[src/rtl/turbo_enc_scheduler_if.sv]
// Handshake/status bundle between block control, the turbo scheduler and the encoder wrapper.
// Pure wiring, no latency of its own.
// Optional stats outputs appear when TURBO_SCHED_STATS_EN is defined.
interface turbo_enc_scheduler_if #(
    parameter int CNT_W = 13
);
    logic             start;
    logic             k_sel;
    logic             abort;
    logic             fifo1_empty;
    logic             fifo2_empty;
    logic             rd_req;
    logic             enc_en;
    logic             term1;
    logic             term2;
    logic [1:0]       out_sel;
    logic             busy;
    logic             done;
    logic             aborted;
    logic [CNT_W-1:0] bit_cnt;
`ifdef TURBO_SCHED_STATS_EN
    logic [15:0]      blk_cnt;
    logic [15:0]      stall_cnt;

    modport master (
        output start, k_sel, abort, fifo1_empty, fifo2_empty,
        input  rd_req, enc_en, term1, term2, out_sel, busy, done, aborted, bit_cnt,
               blk_cnt, stall_cnt
    );
    modport slave (
        input  start, k_sel, abort, fifo1_empty, fifo2_empty,
        output rd_req, enc_en, term1, term2, out_sel, busy, done, aborted, bit_cnt,
               blk_cnt, stall_cnt
    );
`else
    modport master (
        output start, k_sel, abort, fifo1_empty, fifo2_empty,
        input  rd_req, enc_en, term1, term2, out_sel, busy, done, aborted, bit_cnt
    );
    modport slave (
        input  start, k_sel, abort, fifo1_empty, fifo2_empty,
        output rd_req, enc_en, term1, term2, out_sel, busy, done, aborted, bit_cnt
    );
`endif
endinterface

[src/rtl/turbo_enc_scheduler.sv]
// Sequences one turbo code block: K systematic bits, then TAIL_LEN tail cycles per encoder.
// rd_req/enc_en are combinational from state and FIFO flags; all other outputs registered.
// Stalls (no read, no advance) while either FIFO is empty. Optional stats: TURBO_SCHED_STATS_EN.
module turbo_enc_scheduler #(
    parameter int K_SMALL  = 40,
    parameter int K_LARGE  = 6144,
    parameter int CNT_W    = 13,
    parameter int TAIL_LEN = 3
) (
    input  logic                  clk,
    input  logic                  aclr,
    turbo_enc_scheduler_if.slave  bus
);
    localparam int TAIL_W = (TAIL_LEN > 1) ? $clog2(TAIL_LEN) : 1;

    typedef enum logic [2:0] {IDLE, ENCODE, TERM1, TERM2, FIN} state_t;

    state_t           state;
    logic [CNT_W-1:0] k_last;
    logic [CNT_W-1:0] bit_cnt;
    logic [TAIL_W-1:0] tail_cnt;
    logic             term1, term2, busy, done, aborted;
    logic [1:0]       out_sel;
    logic             fifo_ok, accept, take_abort;
`ifdef TURBO_SCHED_STATS_EN
    logic [15:0]      blk_cnt;
    logic [15:0]      stall_cnt;
`endif

    assign fifo_ok    = !bus.fifo1_empty && !bus.fifo2_empty;
    assign take_abort = bus.abort && (state != IDLE);
    assign accept     = (state == ENCODE) && fifo_ok && !bus.abort;

    assign bus.rd_req  = accept;
    assign bus.enc_en  = accept || (((state == TERM1) || (state == TERM2)) && !bus.abort);
    assign bus.term1   = term1;
    assign bus.term2   = term2;
    assign bus.out_sel = out_sel;
    assign bus.busy    = busy;
    assign bus.done    = done;
    assign bus.aborted = aborted;
    assign bus.bit_cnt = bit_cnt;
`ifdef TURBO_SCHED_STATS_EN
    assign bus.blk_cnt   = blk_cnt;
    assign bus.stall_cnt = stall_cnt;
`endif

    // Block FSM: state, counters and registered outputs advance together
    always_ff @(posedge clk) begin
        if (!aclr) begin
            state    <= IDLE;
            k_last   <= CNT_W'(K_SMALL - 1);
            bit_cnt  <= '0;
            tail_cnt <= '0;
            term1    <= 1'b0;
            term2    <= 1'b0;
            out_sel  <= 2'd0;
            busy     <= 1'b0;
            done     <= 1'b0;
            aborted  <= 1'b0;
`ifdef TURBO_SCHED_STATS_EN
            blk_cnt   <= '0;
            stall_cnt <= '0;
`endif
        end else begin
            done    <= 1'b0;
            aborted <= 1'b0;
            if (take_abort) begin
                // bit_cnt deliberately kept so the abort point can be inspected
                state    <= IDLE;
                term1    <= 1'b0;
                term2    <= 1'b0;
                out_sel  <= 2'd0;
                busy     <= 1'b0;
                aborted  <= 1'b1;
                tail_cnt <= '0;
            end else begin
                case (state)
                    IDLE: begin
                        if (bus.start) begin
                            k_last  <= bus.k_sel ? CNT_W'(K_LARGE - 1) : CNT_W'(K_SMALL - 1);
                            bit_cnt <= '0;
                            state   <= ENCODE;
                            out_sel <= 2'd1;
                            busy    <= 1'b1;
`ifdef TURBO_SCHED_STATS_EN
                            stall_cnt <= '0;
`endif
                        end
                    end
                    ENCODE: begin
                        if (accept) begin
                            bit_cnt <= bit_cnt + 1'b1;
                            if (bit_cnt == k_last) begin
                                state    <= TERM1;
                                term1    <= 1'b1;
                                out_sel  <= 2'd2;
                                tail_cnt <= '0;
                            end
                        end
`ifdef TURBO_SCHED_STATS_EN
                        else if (stall_cnt != 16'hFFFF) begin
                            stall_cnt <= stall_cnt + 1'b1;
                        end
`endif
                    end
                    TERM1: begin
                        if (tail_cnt == TAIL_W'(TAIL_LEN - 1)) begin
                            state    <= TERM2;
                            term1    <= 1'b0;
                            term2    <= 1'b1;
                            out_sel  <= 2'd3;
                            tail_cnt <= '0;
                        end else begin
                            tail_cnt <= tail_cnt + 1'b1;
                        end
                    end
                    TERM2: begin
                        if (tail_cnt == TAIL_W'(TAIL_LEN - 1)) begin
                            state    <= FIN;
                            term2    <= 1'b0;
                            out_sel  <= 2'd0;
                            done     <= 1'b1;
                            tail_cnt <= '0;
`ifdef TURBO_SCHED_STATS_EN
                            blk_cnt  <= blk_cnt + 1'b1;
`endif
                        end else begin
                            tail_cnt <= tail_cnt + 1'b1;
                        end
                    end
                    FIN: begin
                        state <= IDLE;
                        busy  <= 1'b0;
                    end
                    default: begin
                        state   <= IDLE;
                        term1   <= 1'b0;
                        term2   <= 1'b0;
                        out_sel <= 2'd0;
                        busy    <= 1'b0;
                    end
                endcase
            end
        end
    end
endmodule

[src/flat_wrapper.sv]
// flat-port wrapper written by rule: the top's interface ports become plain ports
module turbo_enc_scheduler_flat 
#(
    parameter int K_SMALL  = 40,
    parameter int K_LARGE  = 6144,
    parameter int CNT_W    = 13,
    parameter int TAIL_LEN = 3
)
  (clk, aclr, bus_start, bus_k_sel, bus_abort, bus_fifo1_empty, bus_fifo2_empty, bus_rd_req, bus_enc_en, bus_term1, bus_term2, bus_out_sel, bus_busy, bus_done, bus_aborted, bus_bit_cnt);
  turbo_enc_scheduler_if #(.CNT_W(CNT_W)) bus_i ();
  input  logic clk;
  input  logic aclr;
  input wire logic [$bits(bus_i.start)-1:0] bus_start;
  input wire logic [$bits(bus_i.k_sel)-1:0] bus_k_sel;
  input wire logic [$bits(bus_i.abort)-1:0] bus_abort;
  input wire logic [$bits(bus_i.fifo1_empty)-1:0] bus_fifo1_empty;
  input wire logic [$bits(bus_i.fifo2_empty)-1:0] bus_fifo2_empty;
  output wire logic [$bits(bus_i.rd_req)-1:0] bus_rd_req;
  output wire logic [$bits(bus_i.enc_en)-1:0] bus_enc_en;
  output wire logic [$bits(bus_i.term1)-1:0] bus_term1;
  output wire logic [$bits(bus_i.term2)-1:0] bus_term2;
  output wire logic [$bits(bus_i.out_sel)-1:0] bus_out_sel;
  output wire logic [$bits(bus_i.busy)-1:0] bus_busy;
  output wire logic [$bits(bus_i.done)-1:0] bus_done;
  output wire logic [$bits(bus_i.aborted)-1:0] bus_aborted;
  output wire logic [$bits(bus_i.bit_cnt)-1:0] bus_bit_cnt;
  assign bus_i.start = bus_start;
  assign bus_i.k_sel = bus_k_sel;
  assign bus_i.abort = bus_abort;
  assign bus_i.fifo1_empty = bus_fifo1_empty;
  assign bus_i.fifo2_empty = bus_fifo2_empty;
  assign bus_rd_req = bus_i.rd_req;
  assign bus_enc_en = bus_i.enc_en;
  assign bus_term1 = bus_i.term1;
  assign bus_term2 = bus_i.term2;
  assign bus_out_sel = bus_i.out_sel;
  assign bus_busy = bus_i.busy;
  assign bus_done = bus_i.done;
  assign bus_aborted = bus_i.aborted;
  assign bus_bit_cnt = bus_i.bit_cnt;
  turbo_enc_scheduler #(.K_SMALL(K_SMALL), .K_LARGE(K_LARGE), .CNT_W(CNT_W), .TAIL_LEN(TAIL_LEN)) u_core (.clk(clk), .aclr(aclr), .bus(bus_i));
endmodule
[config.mk]
export PLATFORM = sky130hd
export DESIGN_NAME = turbo_enc_scheduler_flat
export DESIGN_NICKNAME = d
export VERILOG_FILES = /design/src/rtl/turbo_enc_scheduler_if.sv /design/src/rtl/turbo_enc_scheduler.sv /design/src/flat_wrapper.sv
export SDC_FILE = /design/constraint.sdc
export NUM_CORES = 1
export LEC_CHECK = 0
export CAP_MARGIN = 20
export CORE_MARGIN = 8
export CORE_UTILIZATION = 38
export CTS_BUF_LIST = sky130_fd_sc_hd__clkbuf_8
export CTS_CLUSTER_SIZE = 24
export DETAILED_ROUTE_END_ITERATION = 6
export PLACE_DENSITY = 0.66
export SYNTH_ARGS = -nofsm -noshare
export SYNTH_HDL_FRONTEND = slang
export SYNTH_SLANG_ARGS = --single-unit
[constraint.sdc]
create_clock -name clk -period 2.15 [get_ports clk]
set_input_delay 0.645 -clock clk [delete_from_list [all_inputs] [get_ports clk]]
set_output_delay 0.645 -clock clk [all_outputs]
set_load 0.02 [all_outputs]
==> summary.md, run 1 <==
| Metric | Value |
|---|---|
| Maximum clock frequency | `471 MHz` |
| Pre-Repair DR Iteration Count | `4` |
| Clk_lat worst skew | `0.27 ns` |
| Initial antenna violation count | `0` |
| Synthesized area | `1280 sq um` |
| LEAKAGE | `0.000702 uW` |
| Clock Pin Slew Worst Setup and Hold Paths | `0.09 ns` |
| Vias in the first global route | `1208` |
| CTS tree | `yes` |
| Mux contribution to synthesized area | `1.56%` |
| Final period util | `98.7%` |
| Placeable Area | `3280 sq um` |
| Gate count after technology mapping | `150` |
| Clk sink count | `26` |
| Diodes inserted | `0` |
| Synth warnings | `0` |
| Post-layout net count | `207` |
| Slew @ Worst Pin | `0.441 ns` |
| Post-route setup slack | `0.0277 ns` |
| Yosys top cell by area | `dfxtp_1` |
| Die area | `5480 sq um` |
| Final Hold Viols | `0` |
| Initial Util | `39.0%` |
| Max Root-Sink Buffers | `2` |
| Wire per inst | `13.8 um` |
| First-pass GRT wire length | `5660 um` |
| H-tree depth | `1` |
| Port buffer count | `28` |
| Xor/xnor share of the synthesized area | `7.53%` |
| Setup Viol. Count Final | `0` |
| Largest net degree at the start of global routing | `16` |
| Worst relative slew slack | `70.5%` |
| GPL Wtd Cong | `0.910` |
| Outcome | `complete, no violations` |
| Post-DP HPWL | `2540 um` |
| Adder-Cell Fraction of Synth Area | `0.978%` |
| Required time of the worst setup path | `1.50 ns` |
| Hold_ws | `0.487 ns` |
| Mean Syn Cell Area | `8.53 sq um` |
| GRT Overall Usage | `13.1%` |
| Die height | `74.0 um` |
| Synth top area share | `40.7%` |
| Hold WC Path Type | `reg2reg` |
| Drt total wl | `3360 um` |
| CP max FO | `3` |
| Hold_buf cts | `0` |
| Vias post-DR | `1255` |
| Die Wd | `74.0 um` |
| Layout overhead on the synthesized area | `46.7%` |
| CTS root buffer | `clkbuf_8` |
| Worst slack at placement | `-0.869 ns` |
| Max-cap violation count | `0` |
| Synth cell types | `39` |
| Worst vdd ir | `300 uV` |
| Post-synthesis register bit count | `26` |
| Crit path capture type | `output pin` |
| Synth Area in Compound Gates | `18.9%` |
| Tmin final | `2.12 ns` |
| Max Slew Vio Count | `0` |
| Syn_nets | `158` |
| Worst EP arrival | `1.48 ns` |
| Startpoint class of the critical path | `input pin` |
| Setup_tns | `0 ns` |
| Unrepaired setup endpoints after global routing | `true` |
| Drt drc | `0` |
| CTS Buf Count | `3` |
| Row cnt | `21` |
| Synth Area in Simple Gates | `27.2%` |
| Clock Skew | `0.00180 ns` |
| I/O pins | `29` |
| DRT antenna net count | `0` |
| Synth area leaders | `dfxtp_1 41%, nor2_1 5.9%, xor2_1 4.8%, nor3_1 3.5%, nand2_1 3.2%` |
| Grt total ovfl | `0` |
| Power Dens Cells | `563 nW/um^2` |
| Initial DRC count | `85` |
| Sequential area share after synthesis | `40.7%` |
| Vias per std cell | `5.14` |
| Main combinational cell family by area after synthesis | `simple AND/OR/NAND/NOR gates` |
| Ratio of cells with drive above 1 in the final layout | `20.2%` |
| Critical path type | `in2out` |
[logic make-up after synthesis]
kind of cell             Yosys count
AO/OA/AOI/OAI                     32
multiplexers                       2
XOR/XNOR                          11
buffers and inverters             11
flip-flops                        26
AND/OR/NAND/NOR                   67
adder cells (fa/ha/maj)            1
[synth_stat cells, drive strengths merged]
cell type,instances
dfxtp,26
nand2b,4
nand4,1
nor2b,3
xor2,7
a31oi,2
and4b,1
nor4,2
nand4b,2
a21o,1
o31ai,1
o21ai,8
nand3,4
a2111oi,2
clkbuf,7
nor2,20
a32oi,1
a211o,1
a21oi,8
a2bb2oi,1
o41ai,1
xnor2,4
and3,4
o21bai,1
nor3b,1
a211oi,3
o22ai,1
inv,4
or4b,1
ha,1
a21boi,1
mux2i,2
nand2,11
or3,2
nand3b,2
nor3,9
[cells in the final DEF, fill, tap and decap left out, types with 4 or more instances in the layout]
cell type | netlist | routed
nand2_1 | 11 | 11
buf_4 | 0 | 21
nand3_1 | 4 | 4
buf_6 | 0 | 5
xnor2_1 | 4 | 4
o21ai_0 | 8 | 8
inv_1 | 4 | 4
nor2_1 | 20 | 20
clkdlybuf4s50_1 | 0 | 23
dfxtp_1 | 26 | 26
nor3_1 | 9 | 9
xor2_1 | 7 | 7
a21oi_1 | 8 | 8
[layout make-up]
type                       count  area, sq um
timing repair buffer          51          464
inverter                       4         15.0
clock buffer                   3         41.3
tap                           46         57.6
clock inverter                 1         30.0
sequential                    26          520
fill                         305         1410
multi-input combinational    113          749
[flip-flops by register name, summed over array words and instances (netlist names)]
| name | flops |
|---|---|
| u_core.bus.aborted | 1 |
| u_core.bus.term1 | 1 |
| u_core.bus.busy | 1 |
| u_core.bus.term2 | 1 |
| u_core.bus.bit_cnt | 13 |
| u_core.k_last | 1 |
| u_core.bus.out_sel | 2 |
| u_core.tail_cnt | 2 |
| u_core.state | 3 |
| u_core.bus.done | 1 |
[path summary, 6_finish.rpt]
check / from / end / slack (ns) / cells past startpoint
min: u_core.bus.out_sel[1]$_SDFFE_PP0P_ / u_core.bus.out_sel[1]$_SDFFE_PP0P_ / 0.49 / 2
min reg2reg: u_core.bus.out_sel[1]$_SDFFE_PP0P_ / u_core.bus.out_sel[1]$_SDFFE_PP0P_ / 0.49 / 2
max: bus_fifo1_empty / bus_rd_req / 0.03 / 5
max reg2reg: u_core.state[0]$_SDFFE_PP0P_ / u_core.bus.bit_cnt[10]$_SDFFE_PN0P_ / 0.34 / 5
[routing by layer]
metal / wire, um / GRT usage (%)
met4: 43 / 4.43
met3: 283 / 4.58
met5: 0 / 0
met1: 1450 / 15.0
met2: 1580 / 21.9
[what timing repair did]
item	4_1_cts	5_1_grt
buffers inserted	3	1
resized for setup	33	0
pin swaps	6	4
cloned	0	0
endpoints found under the setup margin	15	4
[critical path, stage by stage]
cell and delay (ns):
buf_8 0.10, nor4_4 0.26, and3_4 0.23, buf_4 0.11, buf_4 0.13
[through the flow]
step | util [%] | cells | cell area [sq um] | total power (uW)
3_3_place_gp | 53.3 | 236 | 1750 | 655
3_5_place_dp | 53.3 | 236 | 1750 | 658
5_1_grt | 57.2 | 244 | 1880 | 1110
6_report | 57.2 | 244 | 1880 | 1060
4_1_cts | 57.0 | 243 | 1870 | 1060
2_1_floorplan | - | 150 | 1300 | 591
[report_power, final]
| group | leakage (uW) | switching, uW | internal (uW) |
|---|---|---|---|
| logic | 0.000456 | 78.1 | 75.6 |
| clock network | 0.0000357 | 154 | 249 |
| registers | 0.000211 | 8.81 | 493 |
| total | 0.000702 | 241 | 818 |
(Power assumes the default switching activity.)
==> inputs of run 2 (changes only) <==
--- a/config.mk
+++ b/config.mk
@@ -6,12 +6,12 @@
 export NUM_CORES = 1
 export LEC_CHECK = 0
 export CAP_MARGIN = 20
+export CORE_ASPECT_RATIO = 0.6
 export CORE_MARGIN = 8
 export CORE_UTILIZATION = 38
 export CTS_BUF_LIST = sky130_fd_sc_hd__clkbuf_8
 export CTS_CLUSTER_SIZE = 24
 export DETAILED_ROUTE_END_ITERATION = 6
-export PLACE_DENSITY = 0.66
 export SYNTH_ARGS = -nofsm -noshare
 export SYNTH_HDL_FRONTEND = slang
 export SYNTH_SLANG_ARGS = --single-unit
==> constraint.sdc (replaced) <==
create_clock -name clk -period 2.7 [get_ports clk]
set_input_delay 0.81 -clock clk [delete_from_list [all_inputs] [get_ports clk]]
set_output_delay 0.81 -clock clk [all_outputs]
set_load 0.02 [all_outputs]
==> summary.md, run 2 (synthesis results as in run 1) <==
| Metric | Value |
|---|---|
| Worst relative slew slack | `69.7%` |
| Hold WC Path Type | `reg2reg` |
| Critical path type | `in2out` |
| Initial Util | `39.5%` |
| Pre-Repair DR Iteration Count | `4` |
| Die height | `61.0 um` |
| Post-DP HPWL | `2630 um` |
| Largest register by flop count | `u_core.bus.bit_cnt` |
| Clk_lat worst skew | `0.28 ns` |
| Initial antenna violation count | `0` |
| Layout overhead on the synthesized area | `41.0%` |
| Most frequent cells in the layout | `26 x dfxtp_1, 23 x clkdlybuf4s50_1, 21 x buf_4` |
| Final core utilization | `55.6%` |
| Worst EP arrival | `1.87 ns` |
| Row cnt | `16` |
| Ratio of cells with drive above 1 in the final layout | `16.9%` |
| Setup Viol. Count Final | `0` |
| Diodes inserted | `0` |
| Vias post-DR | `1230` |
| Clk sink count | `26` |
| Max Root-Sink Buffers | `2` |
| Drt total wl | `3570 um` |
| CTS root buffer | `clkbuf_8` |
| Max Slew Vio Count | `0` |
| I/O pins | `29` |
| Tmin final | `2.68 ns` |
| Required time of the worst setup path | `1.89 ns` |
| Largest register FFs | `13` |
| Startpoint class of the critical path | `input pin` |
| Unrepaired setup endpoints after global routing | `false` |
| Max-cap violation count | `0` |
| Outcome | `complete, no violations` |
| Port buffer count | `28` |
| Fillers | `315` |
| Clock Pin Slew Worst Setup and Hold Paths | `0.08 ns` |
| Worst vdd ir | `204 uV` |
| Final Hold Viols | `0` |
| Biggest regs | `u_core.bus.bit_cnt x13, u_core.state x3` |
| Maximum clock frequency | `373 MHz` |
| Post-layout net count | `204` |
| Die Wd | `90.9 um` |
| LEAKAGE | `0.000677 uW` |
| Initial DRC count | `87` |
| GPL Wtd Cong | `0.913` |
| Placeable Area | `3240 sq um` |
| Wire per inst | `14.9 um` |
| Vias in the first global route | `1165` |
| Clock Skew | `0.00906 ns` |
| CTS Buf Count | `3` |
| Hold_buf cts | `0` |
| Commonest non-fill, non-tap cell in the layout | `dfxtp_1` |
| Grt total ovfl | `0` |
| Largest net degree at the start of global routing | `16` |
| GRT Overall Usage | `13.5%` |
| Crit path capture type | `output pin` |
| First-pass GRT wire length | `5840 um` |
| CTS tree | `yes` |
| Die area | `5540 sq um` |
| Slew @ Worst Pin | `0.452 ns` |
| Hold_ws | `0.485 ns` |
| Power Dens Cells | `466 nW/um^2` |
| CP max FO | `3` |
| Final period util | `99.2%` |
| Drt drc | `0` |
| DRT antenna net count | `0` |
| H-tree depth | `1` |
| Vias per std cell | `5.13` |
## run 2: layer usage
layer	GRT usage, %	vias up	wire length [um]
met1	18.0	553	1760
met5	0	-	0
li1	-	622	-
met4	7.62	0	98
met3	4.81	11	251
met2	18.3	44	1460
## run 2: area by class of cell
class	instances	area [sq um]	area share (%)
Multi-Input combinational cell	113	724	40.2
Sequential cell	26	520	28.8
Timing Repair Buffer	48	417	23.1
Tap cell	45	56.3	3.12
Clock buffer	3	41.3	2.29
Clock inverter	1	30.0	1.66
Inverter	4	15.0	0.832
## run 2: power by group
group / switching, uW / leakage, uW / internal, uW
combinational: 64.1 / 0.000431 / 55.9
clock: 123 / 0.0000357 / 199
sequential: 6.64 / 0.000211 / 393
total: 194 / 0.000677 / 647
## run 2: metrics by stage
step	std cells	cell area [sq um]	setup WS (ns)	total power, uW	TNS (ns)
3_3_place_gp	231	1700	-0.612	522	-2.94
5_1_grt	240	1800	0.000278	876	0
3_5_place_dp	231	1700	-0.683	524	-3.49
6_report	240	1800	0.0224	841	0
4_1_cts	240	1810	0.0398	847	0
2_1_floorplan	150	1280	0.0746	470	0
## run 2: worst max-delay path, stage by stage
cell	delay, ns
clkdlybuf4s15_1	0.21
nor4_2	0.31
and3_1	0.25
o21bai_1	0.12
buf_4	0.16
## run 2: repair_timing
item,in CTS,in global routing
gates resized for setup,13,3
setup endpoints to repair,2,2
pin swaps,2,2
setup buffers,5,0
## run 2: final timing paths
kind	startpoint	slack [ns]	to	depth (start not counted)
min	u_core.bus.out_sel[0]$_SDFFE_PP0P_	0.49	u_core.bus.out_sel[0]$_SDFFE_PP0P_	2
max	bus_fifo2_empty	0.02	bus_enc_en	5
max reg2reg	u_core.state[0]$_SDFFE_PP0P_	0.68	u_core.bus.bit_cnt[10]$_SDFFE_PN0P_	6
min reg2reg	u_core.bus.out_sel[0]$_SDFFE_PP0P_	0.49	u_core.bus.out_sel[0]$_SDFFE_PP0P_	2
==> inputs of run 3 (changes only) <==
--- a/config.mk
+++ b/config.mk
@@ -12,6 +12,7 @@
 export CTS_BUF_LIST = sky130_fd_sc_hd__clkbuf_8
 export CTS_CLUSTER_SIZE = 24
 export DETAILED_ROUTE_END_ITERATION = 6
+export SETUP_SLACK_MARGIN = 0.05
 export SYNTH_ARGS = -nofsm -noshare
 export SYNTH_HDL_FRONTEND = slang
 export SYNTH_SLANG_ARGS = --single-unit
==> summary.md, run 3 (synthesis results as in run 1) <==
| Metric | Value |
|---|---|
| CTS root buffer | `clkbuf_8` |
| Final period util | `96.8%` |
| Wire per inst | `15.0 um` |
| Slew @ Worst Pin | `0.462 ns` |
| Post-layout net count | `206` |
| Fillers | `313` |
| Hold_buf cts | `0` |
| Commonest non-fill, non-tap cell in the layout | `dfxtp_1` |
| GPL Wtd Cong | `0.913` |
| Required time of the worst setup path | `1.89 ns` |
| Die Wd | `90.9 um` |
| Biggest regs | `u_core.bus.bit_cnt x13, u_core.state x3` |
| Vias per std cell | `5.12` |
| Outcome | `complete, no violations` |
| Hold WC Path Type | `reg2reg` |
| Unrepaired setup endpoints after global routing | `false` |
| Setup Viol. Count Final | `0` |
| Max-cap violation count | `0` |
| Clock power share | `38.1%` |
| Met2 usage | `18.5%` |
| Largest net degree at the start of global routing | `16` |
| CTS tree | `yes` |
| Tmin final | `2.61 ns` |
| Initial Util | `39.5%` |
| Clock Pin Slew Worst Setup and Hold Paths | `0.08 ns` |
| Post-DP HPWL | `2630 um` |
| Initial antenna violation count | `0` |
| Post-route setup slack | `0.0852 ns` |
| Drt drc | `0` |
| Power Dens Cells | `463 nW/um^2` |
| I/O pins | `29` |
| Clk sink count | `26` |
| Die area | `5540 sq um` |
| Comb pwr share | `14.4%` |
| Row cnt | `16` |
| H-tree depth | `1` |
| Largest register FFs | `13` |
| Register area | `520 sq um` |
| Layout overhead on the synthesized area | `41.8%` |
| Ratio of cells with drive above 1 in the final layout | `18.3%` |
| Seq pwr share | `47.5%` |
| Max Root-Sink Buffers | `2` |
| Die height | `61.0 um` |
| Worst slack at placement | `-0.683 ns` |
| Most frequent cells in the layout | `26 x dfxtp_1, 23 x clkdlybuf4s50_1, 23 x buf_4` |
| Diodes inserted | `0` |
| Vias post-DR | `1240` |
| Int Pwr | `648 uW` |
| Worst EP arrival | `1.80 ns` |
| Initial DRC count | `90` |
| Maximum clock frequency | `382 MHz` |
| Critical path type | `in2out` |
| Vias in the first global route | `1169` |
| Routing usage on met3 | `4.81%` |
| Worst relative slew slack | `69.2%` |
| Port buffer count | `28` |
| Grt total ovfl | `0` |
| Max Slew Vio Count | `0` |
| Hold_ws | `0.485 ns` |
| Clk_lat worst skew | `0.28 ns` |
| Gr busiest metal | `met2` |
| GRT met1 Usage | `18.1%` |
| Largest register by flop count | `u_core.bus.bit_cnt` |
| Drt total wl | `3620 um` |
| Switching Power | `193 uW` |
| First-pass GRT wire length | `5900 um` |
| Setup_tns | `0 ns` |
| Switching Fraction | `23.0%` |
| Crit path capture type | `output pin` |
| DRT antenna net count | `0` |
| CP max FO | `3` |
| Pre-Repair DR Iteration Count | `4` |
| GRT Overall Usage | `13.6%` |
| Final Hold Viols | `0` |
| Worst vdd ir | `203 uV` |
| Placeable Area | `3240 sq um` |
| Clock Skew | `0.00880 ns` |
| CTS Buf Count | `3` |
| Startpoint class of the critical path | `input pin` |
| Multi-input logic area | `724 sq um` |
| LEAKAGE | `0.000686 uW` |
==> run 3: changes by cell type in the layout (fill, tap and decap cells not counted), sizes merged <==
cell / previous run / this run
dlygate4sd2: 1 / 0
clkbuf: 4 / 5
buf: 22 / 24
==> run 3: routing by layer <==
| layer | wire length [um] | vias up |
|---|---|---|
| li1 | - | 625 |
| met1 | 1770 | 559 |
| met2 | 1490 | 45 |
| met3 | 260 | 11 |
| met4 | 101 | 0 |
| met5 | 0 | - |
==> run 3: worst max-delay path, cell delays in order <==
cell	delay, ns
clkdlybuf4s15_1	0.22
nor4_2	0.24
and3_1	0.25
o21bai_1	0.12
buf_4	0.16
==> run 3: power by group through the flow <==
stage	clock, uW	sequential [uW]	combinational (uW)
2_1_floorplan	0	416	54.1
3_3_place_gp	0	408	113
3_5_place_dp	0	408	116
4_1_cts	328	399	121
5_1_grt	344	401	133
6_report	321	399	121
==> run 3: per-stage QoR <==
stage                     std cells  power [uW]  area [sq um]  utilization [%]
after CTS                       242         849          1820             56.2
final                           242         841          1820             56.0
after detailed placement        231         524          1700             52.5
after global placement          231         522          1700             52.5
after floorplan                 150         470          1280                -
after global routing            242         877          1820             56.0
==> run 3: timing repair <==
item	in CTS	in global routing
endpoints found under the setup margin	2	2
pin swaps	2	2
gates resized for setup	14	4
setup buffers	7	0
==> run 3: area by class of cell <==
type | count | area share (%)
Clock buffer | 3 | 2.27
Clock inverter | 1 | 1.65
Inverter | 4 | 0.827
Multi-Input combinational cell | 113 | 39.9
Sequential cell | 26 | 28.7
Tap cell | 45 | 3.10
Timing Repair Buffer | 50 | 23.6
==> run 3: path summary, 6_finish.rpt <==
| check | startpoint | to | slack [ns] | cells after the start |
|---|---|---|---|---|
| setup / recovery | bus_fifo1_empty | bus_enc_en | 0.09 | 5 |
| hold / removal | u_core.bus.out_sel[0]$_SDFFE_PP0P_ | u_core.bus.out_sel[0]$_SDFFE_PP0P_ | 0.49 | 2 |
| setup reg to reg | u_core.state[0]$_SDFFE_PP0P_ | u_core.bus.bit_cnt[10]$_SDFFE_PN0P_ | 0.67 | 6 |
| hold reg to reg | u_core.bus.out_sel[0]$_SDFFE_PP0P_ | u_core.bus.out_sel[0]$_SDFFE_PP0P_ | 0.49 | 2 |
